==> src/rtl/seq_det_ctrl.sv <==
// Configurable serial-pattern detector: latches pattern/length/overlap/limit over a
// valid/ready port, then scans a qualified bit stream and counts matches.
module seq_det_ctrl #(
   parameter int PAT_W = 8,
   parameter int LEN_W = 4,
   parameter int CNT_W = 8
) (
   input  logic             clk,
   input  logic             rst,
   input  logic             cfg_valid,
   output logic             cfg_ready,
   input  logic [PAT_W-1:0] cfg_pattern,
   input  logic [LEN_W-1:0] cfg_len,
   input  logic             cfg_overlap,
   input  logic [CNT_W-1:0] cfg_limit,
   input  logic             start,
   input  logic             abort,
   input  logic             x_valid,
   input  logic             x,
   output logic             y,
   output logic [CNT_W-1:0] match_cnt,
   output logic             busy,
   output logic             done,
   output logic [1:0]       dbg_state
);

   // Config handshake: a transfer happens on a rising edge where cfg_valid and
   // cfg_ready are both high; cfg_ready is low only while a session is scanning.
   typedef enum logic [1:0] {S_IDLE, S_ARMED, S_SCAN, S_DONE} state_t;

   state_t           r_state;
   state_t           w_state_next;
   logic [PAT_W-1:0] r_pattern;
   logic [LEN_W-1:0] r_len;
   logic             r_overlap;
   logic [CNT_W-1:0] r_limit;
   logic [PAT_W-1:0] r_hist;
   logic [LEN_W-1:0] r_fill;
   logic [CNT_W-1:0] r_cnt;
   logic             r_y;

   logic             w_cfg_hs;
   logic             w_start_scan;
   logic             w_sample;
   logic             w_full;
   logic             w_match;
   logic             w_limit_hit;
   logic [PAT_W-1:0] w_hist_next;
   logic [PAT_W-1:0] w_mask;
   logic [LEN_W:0]   w_fill_inc;
   logic [CNT_W-1:0] w_cnt_inc;
   logic [LEN_W-1:0] w_len_clamped;

   assign cfg_ready   = (r_state != S_SCAN);
   assign w_cfg_hs    = cfg_valid & cfg_ready;
   assign w_start_scan = start & ~abort & ((r_state == S_ARMED) | (r_state == S_DONE));
   assign w_sample    = (r_state == S_SCAN) & x_valid & ~abort;
   assign w_hist_next = (r_hist << 1) | PAT_W'(x);
   assign w_fill_inc  = {1'b0, r_fill} + {{LEN_W{1'b0}}, 1'b1};
   assign w_full      = (w_fill_inc >= {1'b0, r_len});
   assign w_match     = w_sample & w_full & (((w_hist_next ^ r_pattern) & w_mask) == '0);
   assign w_cnt_inc   = (r_cnt == '1) ? r_cnt : r_cnt + CNT_W'(1);
   assign w_limit_hit = w_match & (r_limit != '0) & (w_cnt_inc == r_limit);

   always_comb begin
      w_mask = '0;
      for (int i = 0; i < PAT_W; i++) begin
         w_mask[i] = (i < int'(r_len));
      end
   end

   // Zero-length patterns behave as single-bit ones; overlong lengths saturate.
   always_comb begin
      w_len_clamped = cfg_len;
      if (cfg_len == '0) begin
         w_len_clamped = LEN_W'(1);
      end else if (cfg_len > LEN_W'(PAT_W)) begin
         w_len_clamped = LEN_W'(PAT_W);
      end
   end

   always_ff @(posedge clk or negedge rst) begin
      if (!rst) begin
         r_state <= S_IDLE;
      end else begin
         r_state <= w_state_next;
      end
   end

   always_comb begin
      w_state_next = r_state;
      case (r_state)
         S_IDLE: begin
            if (w_cfg_hs) w_state_next = S_ARMED;
         end
         S_ARMED: begin
            if (abort)      w_state_next = S_IDLE;
            else if (start) w_state_next = S_SCAN;
         end
         S_SCAN: begin
            if (abort)            w_state_next = S_IDLE;
            else if (w_limit_hit) w_state_next = S_DONE;
         end
         S_DONE: begin
            if (abort)         w_state_next = S_IDLE;
            else if (start)    w_state_next = S_SCAN;
            else if (w_cfg_hs) w_state_next = S_ARMED;
         end
         default: w_state_next = S_IDLE;
      endcase
   end

   always_ff @(posedge clk or negedge rst) begin
      if (!rst) begin
         r_pattern <= '0;
         r_len     <= '0;
         r_overlap <= 1'b0;
         r_limit   <= '0;
         r_hist    <= '0;
         r_fill    <= '0;
         r_cnt     <= '0;
         r_y       <= 1'b0;
      end else begin
         r_y <= w_match;
         if (w_cfg_hs) begin
            r_pattern <= cfg_pattern;
            r_len     <= w_len_clamped;
            r_overlap <= cfg_overlap;
            r_limit   <= cfg_limit;
         end
         if (w_start_scan) begin
            r_hist <= '0;
            r_fill <= '0;
            r_cnt  <= '0;
         end else if (w_sample) begin
            r_hist <= w_hist_next;
            // Without overlap a match consumes its bits, so the window refills from empty.
            if (w_match && !r_overlap) begin
               r_fill <= '0;
            end else if (w_full) begin
               r_fill <= r_len;
            end else begin
               r_fill <= w_fill_inc[LEN_W-1:0];
            end
            if (w_match) begin
               r_cnt <= w_cnt_inc;
            end
         end
      end
   end

   assign y         = r_y;
   assign match_cnt = r_cnt;
   assign busy      = (r_state == S_SCAN);
   assign done      = (r_state == S_DONE);
   assign dbg_state = r_state;

endmodule

==> config.mk <==
export PLATFORM = sky130hd
export DESIGN_NAME = seq_det_ctrl
export DESIGN_NICKNAME = d
export VERILOG_FILES = /design/src/rtl/seq_det_ctrl.sv
export SDC_FILE = /design/constraint.sdc
export NUM_CORES = 1
export LEC_CHECK = 0
export BUFFER_PORTS_ARGS = -buffer_cell sky130_fd_sc_hd__buf_2
export CAP_MARGIN = 20
export CORE_MARGIN = 4
export CORE_UTILIZATION = 30
export DETAILED_ROUTE_END_ITERATION = 10
export GPL_TIMING_DRIVEN = 0
export SLEW_MARGIN = 20
export SYNTH_ARGS = -nofsm -noshare
export SYNTH_HDL_FRONTEND = slang
export SYNTH_SLANG_ARGS = --single-unit
==> constraint.sdc <==
create_clock -name clk -period 3.44 [get_ports clk]
set_input_delay 0.516 -clock clk [delete_from_list [all_inputs] [get_ports clk]]
set_output_delay 0.516 -clock clk [all_outputs]
set_load 0.02 [all_outputs]
Word-level counts from Yosys, hierarchy flattened. Index checks and enable logic that the tools add are counted.

Flip-flop bits (word level): 43. Input port bits: 28. Output and inout port bits: 14. Logic and storage cells: 73.

Add/sub/neg operators: 2. $lt $le $gt $ge: 10. Eq/ne operators: 8. Mux-type cells: 20. Bitwise logic cells: 14. Reductions and logical operators: 10.

Operators with widths (count): 8-bit two-way mux (4); 4-bit two-way mux (6); 3-bit by 4-bit < comparator with 1-bit output (first input constant) (4); 2-bit two-way mux (7); 7-bit two-way mux (2); 1-bit bitwise AND (9); 8-bit by 1-bit adder with 8-bit output (second input constant) (1); 8-bit bitwise AND (1); 8-bit == test (1); 8-bit == test (second input constant) (1); 8-bit zero test (1); 1-bit by 4-bit < comparator with 1-bit output (first input constant) (2); 2-bit by 4-bit < comparator with 1-bit output (first input constant) (2); 8-bit by 1-bit OR with 8-bit output (1); 2-bit one-hot mux with 4 select lines (1); 8-bit nonzero test (1); 8-bit XOR (1); 4-bit by 1-bit adder with 5-bit output (second input constant) (1); 5-bit by 4-bit greater-or-equal comparator with 1-bit output (1); 2-bit == test (second input constant) (2); 4-bit greater-than comparator (second input constant) (1); 4-bit zero test (1); 2-bit AND reduction (2); 2-bit nonzero test (2); 9 further kinds (9).

Depth between registers and ports, before layout.
Depth in word-level cells: 10. Gate-level depth with buffers: 9. Gate-level depth less buffers: 8.

Least setup slack after synthesis. Ideal clock, no wire load.

Kind: register -> register. From: register r_fill[0]. To: register r_cnt[0] (netlist: match_cnt[0]). Library setup time: 0.125 ns. Data arrival time: 2.088 ns. Required time: 3.315 ns. Setup slack: 1.227 ns. Cell stages (with the launch flop): 9. Path buffers: 0. Period minus slack after synthesis: 2.213 ns. Path through: dfrtp_1 ha_1 xor2_1 ha_1 o21ai_0 o21ai_1 o211a_4 mux2i_1 mux2_4.

Longest elaborated chain between the ends: 6.

Ends and longest elaborated chain: start, declared (RTL line 38) `logic [LEN_W-1:0] r_fill;`; start signal, assigned (RTL line 141) `r_fill <= r_len;`; start signal, assigned (RTL line 143) `r_fill <= w_fill_inc[LEN_W-1:0];`; 4-bit by 1-bit adder with 5-bit output (RTL line 59) `assign w_fill_inc = {1'b0, r_fill} + {{LEN_W{1'b0}}, 1'b1};`; 5-bit by 4-bit greater-or-equal comparator with 1-bit output (RTL line 60) `assign w_full = (w_fill_inc >= {1'b0, r_len});`; 1-bit bitwise AND (2 in a row) (RTL line 61) `assign w_match = w_sample & w_full & (((w_hist_next ^ r_pattern) & w_mask) == '0);`; 2-bit nonzero test (no source line); 2-bit AND reduction (no source line); end signal, assigned (RTL line 146) `r_cnt <= w_cnt_inc;`; end, declared (RTL line 39) `logic [CNT_W-1:0] r_cnt;`.

Every way passes these cells. A chain may end at the register's enable or synchronous reset.

Worst setup path after layout. Same ends and word-level chain as after synthesis.

==> impl_results.md <==
* Core Area at 7730 sq um
* Synthesized area per cell at 10.3 sq um
* Drt first-iter violations at 109
* Vias at 1915
* Power share of the combinational group at 19.8%
* Clock latency on the worst-skew pair at 290 ps
* CP Capture Type: register
* Share of cells above drive strength 1 at 27.8%
* Die footprint at 9420 sq um
* Minimum clock period at 2490 ps
* Primary FF master, synth: dfrtp_1
* CP Launch Type: register
* Post-CTS setup buffers at 0
* Total global routing overflow at 0
* Initial antenna violation count at 0
* Final cell count without fillers at 383
* CP arrival at 2660 ps
* Max Cap Viol at 0
* Post-CTS sizing at 0
* DRC Markers at 0
* Fin. Hold Viols at 0
* Internal power at 975 uW
* Max incr delay on CP at 460 ps
* Worst Tran Pin Value at 651 ps
* Final setup fails at 0
* Crit-path max FO at 8
* Fmax at 402 MHz
* Clock transition at the registers of the reported paths at 90 ps
* CTS sink count at 43
* Most frequent cells in the layout: dfrtp_1 (43), buf_2 (41), nand2_1 (26), mux2_2 (20), nor2_1 (16)
* Setup TNS at 0 ps
* Relative slew slack at 56.4%
* # rows at 32
* Tcrit/Tclk final at 72.4%
* Slowest-stage cell, CP: o21ai_1
* Sequential fraction of design power at 45.7%
* TritonCTS clock tree: done
* CP Class: reg2reg
* Fillers at 768
* Required @ worst endpoint at 3610 ps
* Most common cell after layout, fill and taps aside: dfrtp_1
* Ys async rst share at 100%
* Number of I/O pins at 42
* Die extent in y at 97.0 um
* GRT Total Usage at 11.6%
* First-pass detailed-route iteration total at 4
* Vias per cell at 5.00
* Final Skew at 11.0 ps
* CTS root buffer: clkbuf_8
* Post-synthesis sequential area ratio at 45.2%
* Clock share of power at 34.6%
* Mapped cell area at 2380 sq um
* Syn Nets at 265
* Longest Clk Path Bufs at 2
* Reg2reg end: match_cnt[0]
* Syn. warnings at 0
* Ant. Diodes at 0
* First-pass GRT wire length at 8970 um
* Routed Antenna Nets at 0
* Register area at 1080 sq um
* Sw power at 362 uW
* R2R cell count at 8
* H-tree depth at 2
* Worst Hold Class: in2async
* CTS Hold Bufs at 0
* Leak pwr at 1.29 nW
* Worst R2R Start: r_fill[0]
* Nets at 314
* PortBufs at 41
* Worst vdd ir at 0.207 mV
* Cell Chain, Critical Path: ha_1 -> xor2_1 -> ha_1 -> o21ai_0 -> o21ai_1 -> o211a_4 -> mux2i_1 -> mux2_4
* Placed cells at 374
* Synth Register Bits at 43
* Largest net degree at the start of global routing at 44
* Placer congestion estimate at 0.788
* Post-Route WL at 5310 um
* Area Overhead vs Synth at 20.4%
* Gate Count Post-Synth at 231
* Final HPWL DP at 4010 um
* Cell variety after synth at 43
* Num CTS Buffers at 5
* Post-synth EDFFs at 0
* Multi-input gate area at 1230 sq um
* R2R Setup Slk at 950 ps
* Die Wd at 97.0 um
* Most frequent cell on the critical path: ha_1
* Sw Ratio at 27.1%
* WL per Instance at 13.9 um
* Status: finished, final reports clean
* RSZ-0062 raised after global routing: no
* Power Dens Cells at 467 nW/um^2
* Initial core utilization at 30.8%
* Vias in the first global route at 1934
* Slew Viols, Final at 0
-- flip-flops by register name (all words and copies together) (netlist names) --
| name | count |
|---|---|
| match_cnt | 8 |
| r_pattern | 8 |
| r_overlap | 1 |
| dbg_state | 2 |
| r_hist | 7 |
| r_limit | 8 |
| r_len | 4 |
| y | 1 |
| r_fill | 4 |
-- power groups by stage --
stage	sequential (mW)	combinational, mW	clock, mW
after floorplan	0.609	0.187	0
after global placement	0.619	0.255	0
after detailed placement	0.621	0.264	0
after CTS	0.611	0.265	0.476
after global routing	0.621	0.293	0.502
final	0.611	0.265	0.462
-- synth_stat cells (3+ instances only) --
cell | number | area share, %
dfrtp_1 | 43 | 45
inv_1 | 7 | 1.1
a211oi_1 | 4 | 1.3
and2_1 | 3 | 0.79
or2_2 | 3 | 0.79
and3_1 | 6 | 1.6
mux2i_1 | 6 | 2.5
ha_1 | 6 | 3.2
xnor2_1 | 10 | 3.7
clkbuf_1 | 6 | 0.95
xor2_1 | 5 | 1.8
nand3_1 | 6 | 1.3
nor2_1 | 16 | 2.5
o21ai_0 | 13 | 2.7
mux2_2 | 20 | 9.5
nor4_1 | 3 | 0.79
a32o_1 | 4 | 1.7
a21oi_1 | 14 | 2.9
nand2b_1 | 5 | 1.3
nand2_1 | 26 | 4.1
-- cell families (layout without fill, tap and decap cells) --
family / Yosys count / in the layout / share of synthesized area [%]
compound gates: 51 / 51 / 15.0
mux: 27 / 27 / 12.6
flops: 43 / 43 / 45.2
buf+inv: 14 / 64 / 2.89
simple gates: 75 / 75 / 15.5
fa+ha+maj: 6 / 6 / 3.16
xor+xnor: 15 / 15 / 5.52
-- how the worst max path moves through the flow --
| stage | startpoint | endpoint | slack, ps | cells after the start |
|---|---|---|---|---|
| after global placement | r_fill[0] | dbg_state[0] | 1020 | 9 |
| after global routing | r_fill[0] | match_cnt[6] | 810 | 9 |
| after CTS | r_fill[0] | match_cnt[6] | 960 | 9 |
| final | r_fill[0] | match_cnt[0] | 950 | 8 |
| after floorplan | r_fill[0] | match_cnt[0] | 1230 | 8 |
| after detailed placement | r_fill[0] | match_cnt[0] | 990 | 8 |
-- per-layer routing --
metal	vias to the layer above	GRT usage [%]	part of all wire [%]	routed length, um
met4	0	2.59	0.77	41
met2	35	20.9	52	2740
met3	6	2.74	3.5	184
met1	943	13.8	44	2340
met5	-	0	0	0
li1	931	-	-	-
-- per-stage QoR --
step / area (sq um) / total power, mW / utilization, % / hold slack, ps / setup WS [ps]
floorplan: 2380 / 0.796 / - / 220 / 1230
global placement: 2710 / 0.875 / 35.1 / 505 / 1020
detailed placement: 2710 / 0.885 / 35.1 / 513 / 987
CTS: 2840 / 1.35 / 36.8 / 410 / 965
global route: 2860 / 1.42 / 37.1 / 127 / 811
finish: 2860 / 1.34 / 37.1 / 112 / 951
-- critical path: cells and delay by family, from the launching register on --
family	cells	cell delay [ps]
adder cells (fa/ha/maj)	2	510
XOR/XNOR	1	160
multiplexers	2	410
flip-flops	1	430
AO/OA/AOI/OAI	3	860
-- cell type report --
cell class / count / area share, %
tap: 102 / 4.46
buffer: 7 / 1.49
sequential: 43 / 37.6
multi-input combinational: 174 / 43.1
clock buffer: 6 / 2.53
timing repair buffer: 42 / 7.86
clock inverter: 2 / 2.10
inverter: 7 / 0.917
(Power assumes the default switching activity.)
